<file path="config.mk">
export PLATFORM = sky130hd
export DESIGN_NAME = prio_arbiter_rr_flat
export DESIGN_NICKNAME = d
export VERILOG_FILES = /design/src/rtl/prio_arbiter_rr_if.sv /design/src/rtl/prio_arbiter_rr.sv /design/src/flat_wrapper.sv
export SDC_FILE = /design/constraint.sdc
export NUM_CORES = 1
export LEC_CHECK = 0
export CORE_MARGIN = 2
export CORE_UTILIZATION = 50
export DETAILED_ROUTE_END_ITERATION = 8
export PLACE_DENSITY = 0.8
export SYNTH_ARGS = -nofsm -noshare
export SYNTH_HDL_FRONTEND = slang
export SYNTH_SLANG_ARGS = --single-unit
</file>
<file path="constraint.sdc">
create_clock -name clk_i -period 9.4 [get_ports clk_i]
set_clock_uncertainty 0.05 [all_clocks]
set_input_delay 1.88 -clock clk_i [delete_from_list [all_inputs] [get_ports clk_i]]
set_output_delay 1.88 -clock clk_i [all_outputs]
set_load 0.05 [all_outputs]
</file>
<file path="src/rtl/prio_arbiter_rr_if.sv">
// prio_arbiter_rr_if: request/grant bundle for prio_arbiter_rr.
// master = requester side, slave = arbiter side.
// Signals: req_i, prio_i, done_i (to arbiter);
// gnt_valid_o, gnt_o, sel_o, prio_o (from arbiter).
interface prio_arbiter_rr_if #(
  parameter int N         = 8,
  parameter int PRIO_BITS = 3
);
  localparam int SW = $clog2(N);

  logic [N-1:0]           req_i;
  logic [N*PRIO_BITS-1:0] prio_i;
  logic                   done_i;
  logic                   gnt_valid_o;
  logic [N-1:0]           gnt_o;
  logic [SW-1:0]          sel_o;
  logic [PRIO_BITS-1:0]   prio_o;

  modport master (
    output req_i,
    output prio_i,
    output done_i,
    input  gnt_valid_o,
    input  gnt_o,
    input  sel_o,
    input  prio_o
  );

  modport slave (
    input  req_i,
    input  prio_i,
    input  done_i,
    output gnt_valid_o,
    output gnt_o,
    output sel_o,
    output prio_o
  );
endinterface

</file>
<file path="src/rtl/prio_arbiter_rr.sv">
// prio_arbiter_rr: clocked priority arbiter with
// round-robin tie break and grant hold until done.
// Ports: clk_i, rst_n_i (async, active-low),
// bus (prio_arbiter_rr_if.slave): req_i, prio_i,
// done_i in; gnt_valid_o, gnt_o, sel_o, prio_o out.
// Priority 0 is highest. Optional ARB_AGING_EN
// boosts sources that lose AGE_LIMIT arbitrations.
module prio_arbiter_rr #(
  parameter int N         = 8,
  parameter int PRIO_BITS = 3,
  parameter int AGE_LIMIT = 4
) (
  input  logic             clk_i,
  input  logic             rst_n_i,
  prio_arbiter_rr_if.slave bus
);
  localparam int SW = $clog2(N);
  localparam int IW = SW + 1;
  localparam logic [SW-1:0] LAST = SW'(N - 1);
  localparam logic [IW-1:0] N_W  = IW'(N);
  localparam logic [N-1:0]  ONE  = N'(1);

  typedef enum logic {
    IDLE,
    GRANT
  } state_t;

  typedef logic [PRIO_BITS-1:0] prio_t;

  state_t        state_q, state_d;
  logic          valid_q, valid_d;
  logic [N-1:0]  gnt_q, gnt_d;
  logic [SW-1:0] sel_q, sel_d;
  logic [SW-1:0] rr_q, rr_d;
  prio_t         prio_q, prio_d;

  prio_t         prio_raw [N];
  prio_t         prio_eff [N];
  logic [N-1:0]  elig;
  prio_t         min_p;
  logic [IW-1:0] scan;
  logic [SW-1:0] win_idx;
  logic          win_found;
  logic          take;

  always_comb begin
    for (int k = 0; k < N; k++) begin
      prio_raw[k] = bus.prio_i[k*PRIO_BITS +: PRIO_BITS];
    end
  end

`ifdef ARB_AGING_EN
  localparam int AW = $clog2(AGE_LIMIT + 1);
  localparam logic [AW-1:0] AGE_MAX = AW'(AGE_LIMIT);

  logic [AW-1:0] age_q [N];

  // Counts arbitrations lost while requesting;
  // saturates at AGE_MAX.
  always_ff @(posedge clk_i or negedge rst_n_i) begin
    if (!rst_n_i) begin
      for (int k = 0; k < N; k++) begin
        age_q[k] <= '0;
      end
    end else begin
      for (int k = 0; k < N; k++) begin
        if (!bus.req_i[k] ||
            (take && win_idx == SW'(k))) begin
          age_q[k] <= '0;
        end else if (take && elig[k] &&
                     age_q[k] < AGE_MAX) begin
          age_q[k] <= age_q[k] + 1'b1;
        end
      end
    end
  end

  always_comb begin
    for (int k = 0; k < N; k++) begin
      prio_eff[k] = (age_q[k] >= AGE_MAX) ?
                    '0 : prio_raw[k];
    end
  end
`else
  logic unused_age;
  assign unused_age = ^AGE_LIMIT;

  always_comb begin
    for (int k = 0; k < N; k++) begin
      prio_eff[k] = prio_raw[k];
    end
  end
`endif

  // The grantee is excluded on re-arbitration so a
  // done_i hands off to someone else.
  assign elig = (state_q == GRANT) ?
                (bus.req_i & ~gnt_q) : bus.req_i;

  always_comb begin
    min_p = '1;
    for (int k = 0; k < N; k++) begin
      if (elig[k] && prio_eff[k] < min_p) begin
        min_p = prio_eff[k];
      end
    end
  end

  // Scan upward from rr_q with wrap; first
  // eligible source at min_p wins.
  always_comb begin
    win_found = 1'b0;
    win_idx   = '0;
    scan      = '0;
    for (int i = 0; i < N; i++) begin
      scan = {1'b0, rr_q} + IW'(i);
      if (scan >= N_W) begin
        scan = scan - N_W;
      end
      if (!win_found &&
          elig[scan[SW-1:0]] &&
          prio_eff[scan[SW-1:0]] == min_p) begin
        win_found = 1'b1;
        win_idx   = scan[SW-1:0];
      end
    end
  end

  always_comb begin
    state_d = state_q;
    valid_d = valid_q;
    gnt_d   = gnt_q;
    sel_d   = sel_q;
    prio_d  = prio_q;
    rr_d    = rr_q;
    take    = 1'b0;
    unique case (state_q)
      IDLE: begin
        take = win_found;
      end
      GRANT: begin
        // done_i outranks a simultaneous req drop.
        if (bus.done_i) begin
          if (win_found) begin
            take = 1'b1;
          end else begin
            state_d = IDLE;
            valid_d = 1'b0;
            gnt_d   = '0;
          end
        end else if (!bus.req_i[sel_q]) begin
          state_d = IDLE;
          valid_d = 1'b0;
          gnt_d   = '0;
        end
      end
    endcase
    if (take) begin
      state_d = GRANT;
      valid_d = 1'b1;
      gnt_d   = ONE << win_idx;
      sel_d   = win_idx;
      prio_d  = prio_raw[win_idx];
      rr_d    = (win_idx == LAST) ?
                '0 : win_idx + 1'b1;
    end
  end

  always_ff @(posedge clk_i or negedge rst_n_i) begin
    if (!rst_n_i) begin
      state_q <= IDLE;
      valid_q <= 1'b0;
      gnt_q   <= '0;
      sel_q   <= '0;
      prio_q  <= '0;
      rr_q    <= '0;
    end else begin
      state_q <= state_d;
      valid_q <= valid_d;
      gnt_q   <= gnt_d;
      sel_q   <= sel_d;
      prio_q  <= prio_d;
      rr_q    <= rr_d;
    end
  end

  assign bus.gnt_valid_o = valid_q;
  assign bus.gnt_o       = gnt_q;
  assign bus.sel_o       = sel_q;
  assign bus.prio_o      = prio_q;
endmodule

</file>
<file path="src/flat_wrapper.sv">
// flat-port wrapper written by rule: the top's interface ports become plain ports
module prio_arbiter_rr_flat 
#(
  parameter int N         = 8,
  parameter int PRIO_BITS = 3,
  parameter int AGE_LIMIT = 4
)
  (clk_i, rst_n_i, bus_req_i, bus_prio_i, bus_done_i, bus_gnt_valid_o, bus_gnt_o, bus_sel_o, bus_prio_o);
  prio_arbiter_rr_if #(.N(N), .PRIO_BITS(PRIO_BITS)) bus_i ();
  input  logic clk_i;
  input  logic rst_n_i;
  input wire logic [$bits(bus_i.req_i)-1:0] bus_req_i;
  input wire logic [$bits(bus_i.prio_i)-1:0] bus_prio_i;
  input wire logic [$bits(bus_i.done_i)-1:0] bus_done_i;
  output wire logic [$bits(bus_i.gnt_valid_o)-1:0] bus_gnt_valid_o;
  output wire logic [$bits(bus_i.gnt_o)-1:0] bus_gnt_o;
  output wire logic [$bits(bus_i.sel_o)-1:0] bus_sel_o;
  output wire logic [$bits(bus_i.prio_o)-1:0] bus_prio_o;
  assign bus_i.req_i = bus_req_i;
  assign bus_i.prio_i = bus_prio_i;
  assign bus_i.done_i = bus_done_i;
  assign bus_gnt_valid_o = bus_i.gnt_valid_o;
  assign bus_gnt_o = bus_i.gnt_o;
  assign bus_sel_o = bus_i.sel_o;
  assign bus_prio_o = bus_i.prio_o;
  prio_arbiter_rr #(.N(N), .PRIO_BITS(PRIO_BITS), .AGE_LIMIT(AGE_LIMIT)) u_core (.clk_i(clk_i), .rst_n_i(rst_n_i), .bus(bus_i));
endmodule
</file>
==> impl_metrics.ini <==
[run_status]
status = finished clean

[yosys]
netlist-cell-type-count = 97
synth_edf_count = 0
netlist_area_sq_um = 4170
synth_nets = 521
async_flop_share_pct = 100
synth_warnings = 0
ys_seq_elements = 19
avgSynthCellArea_sq_um = 8.81
synth_seq_area_share_pct = 11.4
synthCells = 474
synth_top_flop_cell = dfrtp_1

[clock_network]
hold_buffers = 0
path_clk_slew_ns = 0.08
cts-root-buf = clkbuf_8
cts_tree = yes
clockBufferDepth = 2
ctsHtreeMaxLevel = 1
cts_sinks = 19
insertion_delay_ns = 0.26
cts_buffers = 3

[cells_and_area]
nets = 615
fillers = 623
antenna_cells = 0
areaGrowthSynthToFinish_pct = 31.6
drive_gt1_share_pct = 30.7

[worst_setup_path]
cp_max_fo = 6
crit_path_start_kind = primary input
worst-path-buf-inv = 7
max_stage_delay_ns = 0.44
cp.required_ns = 9.51
cp-end-kind = flop
crit_family = compound AO/OA/AOI/OAI gates
crit_path_top_delay_cell = clkdlybuf4s50_1
crit_arrival_ns = 9.21
path_common_cell = ha_1
worstSetupPathType = in2reg

[grt]
grtUsageTotal_pct = 30.9
grt_pass1_wl_microns = 21700
grt_max_degree = 36
grt-ovfl-total = 0
antenna_found_initial = 0
grt_pass1_vias = 4171

[die]
initial_core_util_pct = 51.3
die_h_microns = 95.4
coreArea_sq_um = 8130
ios = 50
rows = 33
die_area_sq_um = 9090
die_w_microns = 95.4

[placement]
gp_congestion = 0.999
io_buffer_count = 49
dp_hpwl_microns = 10800

[timing]
worst_slew_pin_slew_ns = 0.918
period_needed_ns = 9.11
finalHoldViolCount = 0
relSlewSlack_pct = 38.8
finalSetupViolations = 0
fin_setup_tns_ns = 0
fmax_ghz = 0.110
finalCritPeriodShare_pct = 96.9
slew_viol_final = 0

[detailed_routing]
routed_wl_microns = 14300
wl_per_cell_microns = 21.2
drtPass1Iterations = 5
via_count = 4570
ant_nets = 0
viasPerCell = 6.80
drtIter0Drc = 484
drc = 0

[min_path]
hold_class = reg2reg

[job]
maxCapViolations = 0
-- layer usage --
layer  vias to the layer above  GRT usage (%)  share of wire, %
met3                        53           2.13               7.1
met4                         0           12.4               3.6
met2                       253           51.1                50
met1                      2208           42.1                39
li1                       2056              -                 -
met5                         -              0                 0
-- stage by stage --
stage               std cells  utilization, %  hold WS, ns  setup slack, ns  cell area [sq um]
finish                    672            67.5        0.429            0.294               5490
global route              672            67.5        0.474          -0.0784               5490
CTS                       665            63.8        0.428           0.0302               5190
detailed placement        661            63.2        0.412           -0.225               5140
global placement          661            63.2        0.412          -0.0111               5140
floorplan                 474               -        0.694            0.436               4170
-- layout by cell type (no fill, tap or decap), types with 7 or more instances in the layout --
| cell | count |
|---|---|
| o21ai_1 | 7 |
| mux4_2 | 31 |
| o31ai_1 | 9 |
| xnor2_1 | 8 |
| a21oi_1 | 17 |
| buf_4 | 62 |
| o21ai_0 | 16 |
| nor2_1 | 34 |
| mux2i_1 | 23 |
| a31oi_1 | 8 |
| nor3_1 | 12 |
| ha_1 | 12 |
| xor2_1 | 10 |
| or3_1 | 7 |
| inv_1 | 22 |
| clkdlybuf4s50_1 | 46 |
| dfrtp_1 | 18 |
| nand3_1 | 14 |
| nand2_1 | 39 |
-- cell usage after synthesis (8+ instances only) --
| library cell | count | area, sq um |
|---|---|---|
| inv_1 | 23 | 86.3 |
| nand2_1 | 41 | 154 |
| mux2i_1 | 26 | 260 |
| xnor2_1 | 8 | 70.1 |
| a21oi_1 | 20 | 100 |
| dfrtp_1 | 19 | 475 |
| mux4_2 | 31 | 698 |
| nor2_1 | 37 | 139 |
| o21ai_0 | 17 | 85.1 |
| or3_1 | 9 | 56.3 |
| a31oi_1 | 8 | 50.1 |
| nand3_1 | 16 | 80.1 |
| o31ai_1 | 9 | 67.6 |
| clkbuf_1 | 18 | 67.6 |
| nor3_1 | 16 | 80.1 |
| ha_1 | 12 | 150 |
| xor2_1 | 12 | 105 |
-- worst reg2reg max path, delay by kind of cell (launching register included) --
family / cells / cell delay [ns]
AND/OR/NAND/NOR: 8 / 1.42
buffers and inverters: 6 / 0.74
multiplexers: 2 / 0.48
adder cells (fa/ha/maj): 3 / 0.63
AO/OA/AOI/OAI: 15 / 3.58
flip-flops: 1 / 0.84
-- state kept, by name, summed over array words and instances, names as in the netlist --
register                count
u_core.bus.prio_o           3
u_core.rr_q                 3
u_core.bus.gnt_valid_o      1
u_core.state_q              1
u_core.bus.sel_o            3
u_core.bus.gnt_o            8
-- final timing paths --
path / startpoint / endpoint / slack, ns / cells after the start
setup reg to reg: u_core.state_q / u_core.rr_q[2] / 1.53 / 34
min in group asynchronous: rst_n_i / u_core.bus.gnt_o[7] / 2.06 / 1
setup / recovery: bus_prio_i[5] / u_core.rr_q[2] / 0.29 / 35
hold reg to reg: u_core.bus.gnt_valid_o / u_core.bus.gnt_valid_o / 0.43 / 2
max in group asynchronous: rst_n_i / u_core.rr_q[0] / 6.64 / 1
hold / removal: u_core.bus.gnt_valid_o / u_core.bus.gnt_valid_o / 0.43 / 2
-- what timing repair did --
action,in CTS,in global routing
setup endpoints to repair,0,18
gates resized for setup,0,56
buffers inserted,0,7
-- cell type report --
| cell class | instances | area [sq um] | share of cell area, % |
|---|---|---|---|
| Clock inverter | 1 | 5.00 | 0.0911 |
| Multi-Input combinational cell | 402 | 3700 | 67.4 |
| Sequential cell | 19 | 477 | 8.68 |
| Inverter | 25 | 93.8 | 1.71 |
| Tap cell | 105 | 131 | 2.39 |
| Clock buffer | 3 | 41.3 | 0.752 |
| Timing Repair Buffer | 117 | 1040 | 18.9 |
-- logic make-up (layout without fill, tap and decap cells) --
logic type      Yosys count  count (layout)  synth area share, %
mux                      67              67                 27.5
xor+xnor                 20              20                 4.20
flops                    19              19                 11.4
simple gates            157             157                 18.6
compound gates          146             146                 29.4
fa+ha+maj                12              12                 3.60
buf+inv                  53             146                 5.25
Power is left out: the tool's default activity adds up to more than one toggle a clock period on the data nets, which glitch-free logic cannot reach.
==> variant: new RTL, same settings <==
`PRIO_BITS` is set to 3 in 3 places; all go to 6.
--- a/src/rtl/prio_arbiter_rr_if.sv
+++ b/src/rtl/prio_arbiter_rr_if.sv
@@ -4,7 +4,7 @@
 // gnt_valid_o, gnt_o, sel_o, prio_o (from arbiter).
 interface prio_arbiter_rr_if #(
   parameter int N         = 8,
-  parameter int PRIO_BITS = 3
+  parameter int PRIO_BITS = 6
 );
   localparam int SW = $clog2(N);
 
--- a/src/rtl/prio_arbiter_rr.sv
+++ b/src/rtl/prio_arbiter_rr.sv
@@ -7,7 +7,7 @@
 // boosts sources that lose AGE_LIMIT arbitrations.
 module prio_arbiter_rr #(
   parameter int N         = 8,
-  parameter int PRIO_BITS = 3,
+  parameter int PRIO_BITS = 6,
   parameter int AGE_LIMIT = 4
 ) (
   input  logic             clk_i,
--- a/src/flat_wrapper.sv
+++ b/src/flat_wrapper.sv
@@ -2,7 +2,7 @@
 module prio_arbiter_rr_flat 
 #(
   parameter int N         = 8,
-  parameter int PRIO_BITS = 3,
+  parameter int PRIO_BITS = 6,
   parameter int AGE_LIMIT = 4
 )
   (clk_i, rst_n_i, bus_req_i, bus_prio_i, bus_done_i, bus_gnt_valid_o, bus_gnt_o, bus_sel_o, bus_prio_o);
Interface: changed (resized bus_prio_i and bus_prio_o); port bits go from 50 to 77. No check against the original RTL was run, so the function may have changed too.
==> variant against the unedited design <==
- the run now ends with design-rule violations, negative setup slack left
- non-clock buffer count grew 298
- synthesized cell count increased by 96%
- first-iteration DRC count increased to 3.8 times the old value
- setup slack lost 6.1 ns
- die area rose by 83%
- sequential share of layout area down 4.2 points
- area after synthesis increased by 87%
- fmax fell by 40%
- routed wire length grew to 3.1 times the old value
- sequential cell count rose by 3
- design area rose by 130%
==> variant: results (changes against the unedited design) <==
status finished, violations left; failing checks design-rule violations, negative setup slack; Post-route DRC 20 (+20); Setup crit start bus_req_i[0]; final worst setup slack -5.79 ns (-6.08 ns); FF-to-FF path depth 74 (+120%); worst slack, placed -5.94 ns (-5.72 ns); setup violators final 22 (+22); post-synthesis mux area share 0.281 (+0.00605); reg-to-reg startpoint u_core.bus.gnt_o[0]; Worst Hold Slack 0.445 ns (+0.0156 ns); Synth Area in Compound Gates 0.289 (-0.00545); pin count of the biggest net entering global routing 65 (+81%); Initial DRC Count 1,838 (+280%); routed via count 11,300 (+150%); Filler cells 808 (+30%); DPL Wire Length 24,900 um (+130%); Synth cell types 108 (+11%); Setup TNS -119.08 ns (-119.08 ns); Slowest cell on crit path a31oi_1; register area share after synthesis 0.0705 (-0.0434); antenna violations before repair 3 (+3); placer congestion estimate 0.994 (-0.52%); Critical Path Max Stage Delay 0.67 ns (+0.23 ns); Synth Area in Adders 0.0525 (+0.0166); wire length per cell 29.1 um (+37%); post-synthesis xor/xnor area fraction 0.0605 (+0.0186); Critical Path AT 15.32 ns (+6.11 ns); Final #Nets 1,374 (+120%); Synth area leaders mux4_2 14%, mux2i_1 10%, dfrtp_1 7.0%; register-to-register setup slack -4.51 ns (-6.04 ns); Total GRT Usage 0.436 (+0.127)
==> variant: changes by cell type after synthesis, moves of 20 or more <==
cell,before,now
nor2_1,37,79
xnor2_1,8,35
nand2_1,41,72
mux2i_1,26,80
a21oi_1,20,50
clkbuf_1,18,39
a211oi_1,5,25
==> variant: final cells by class <==
cell class	count	area [um2]	share of cell area
flip-flops and latches	22	554	0.0447
multi-input cells	801	7840	0.632
repair buffers	415	3470	0.280
clock buffers	4	88.8	0.00716
inverters	43	174	0.0140
well taps	211	264	0.0213
repair inverters	1	11.3	0.000908
==> variant: layer usage <==
metal | vias to the layer above | GRT usage | share of wire
met5 | - | 0 | 0.00030
met2 | 1267 | 0.690 | 0.42
li1 | 4340 | - | -
met1 | 5151 | 0.513 | 0.32
met3 | 555 | 0.0869 | 0.15
met4 | 2 | 0.357 | 0.12
==> variant: kinds of logic (layout without fill, tap and decap cells) <==
group / after synthesis / after routing
adder cells (fa/ha/maj): 34 / 34
multiplexers: 152 / 152
AO/OA/AOI/OAI: 289 / 289
flip-flops: 22 / 22
buffers and inverters: 108 / 463
AND/OR/NAND/NOR: 272 / 272
XOR/XNOR: 54 / 54
==> variant: through the flow <==
step / instances / instance area (um2) / util
after global routing: 1497 / 12400 / 0.813
final: 1497 / 12400 / 0.813
after global placement: 1410 / 10800 / 0.710
after CTS: 1470 / 11900 / 0.780
after floorplan: 931 / 8210 / -
after detailed placement: 1410 / 10800 / 0.710
==> variant: where the power goes <==
part           switching, uW  leakage, uW  internal, uW  total [uW]
registers               67.3     0.000280           140         207
clock network           41.0    0.0000442          65.3         106
logic                   2700      0.00492          2240        4930
total                   2800      0.00524          2440        5250
==> variant: what timing repair did <==
item	in CTS	in global routing
hold buffers	0	0
resized for setup	129	72
pin swaps	51	33
setup buffers	52	27
setup endpoints to repair	22	22
cloned	4	0
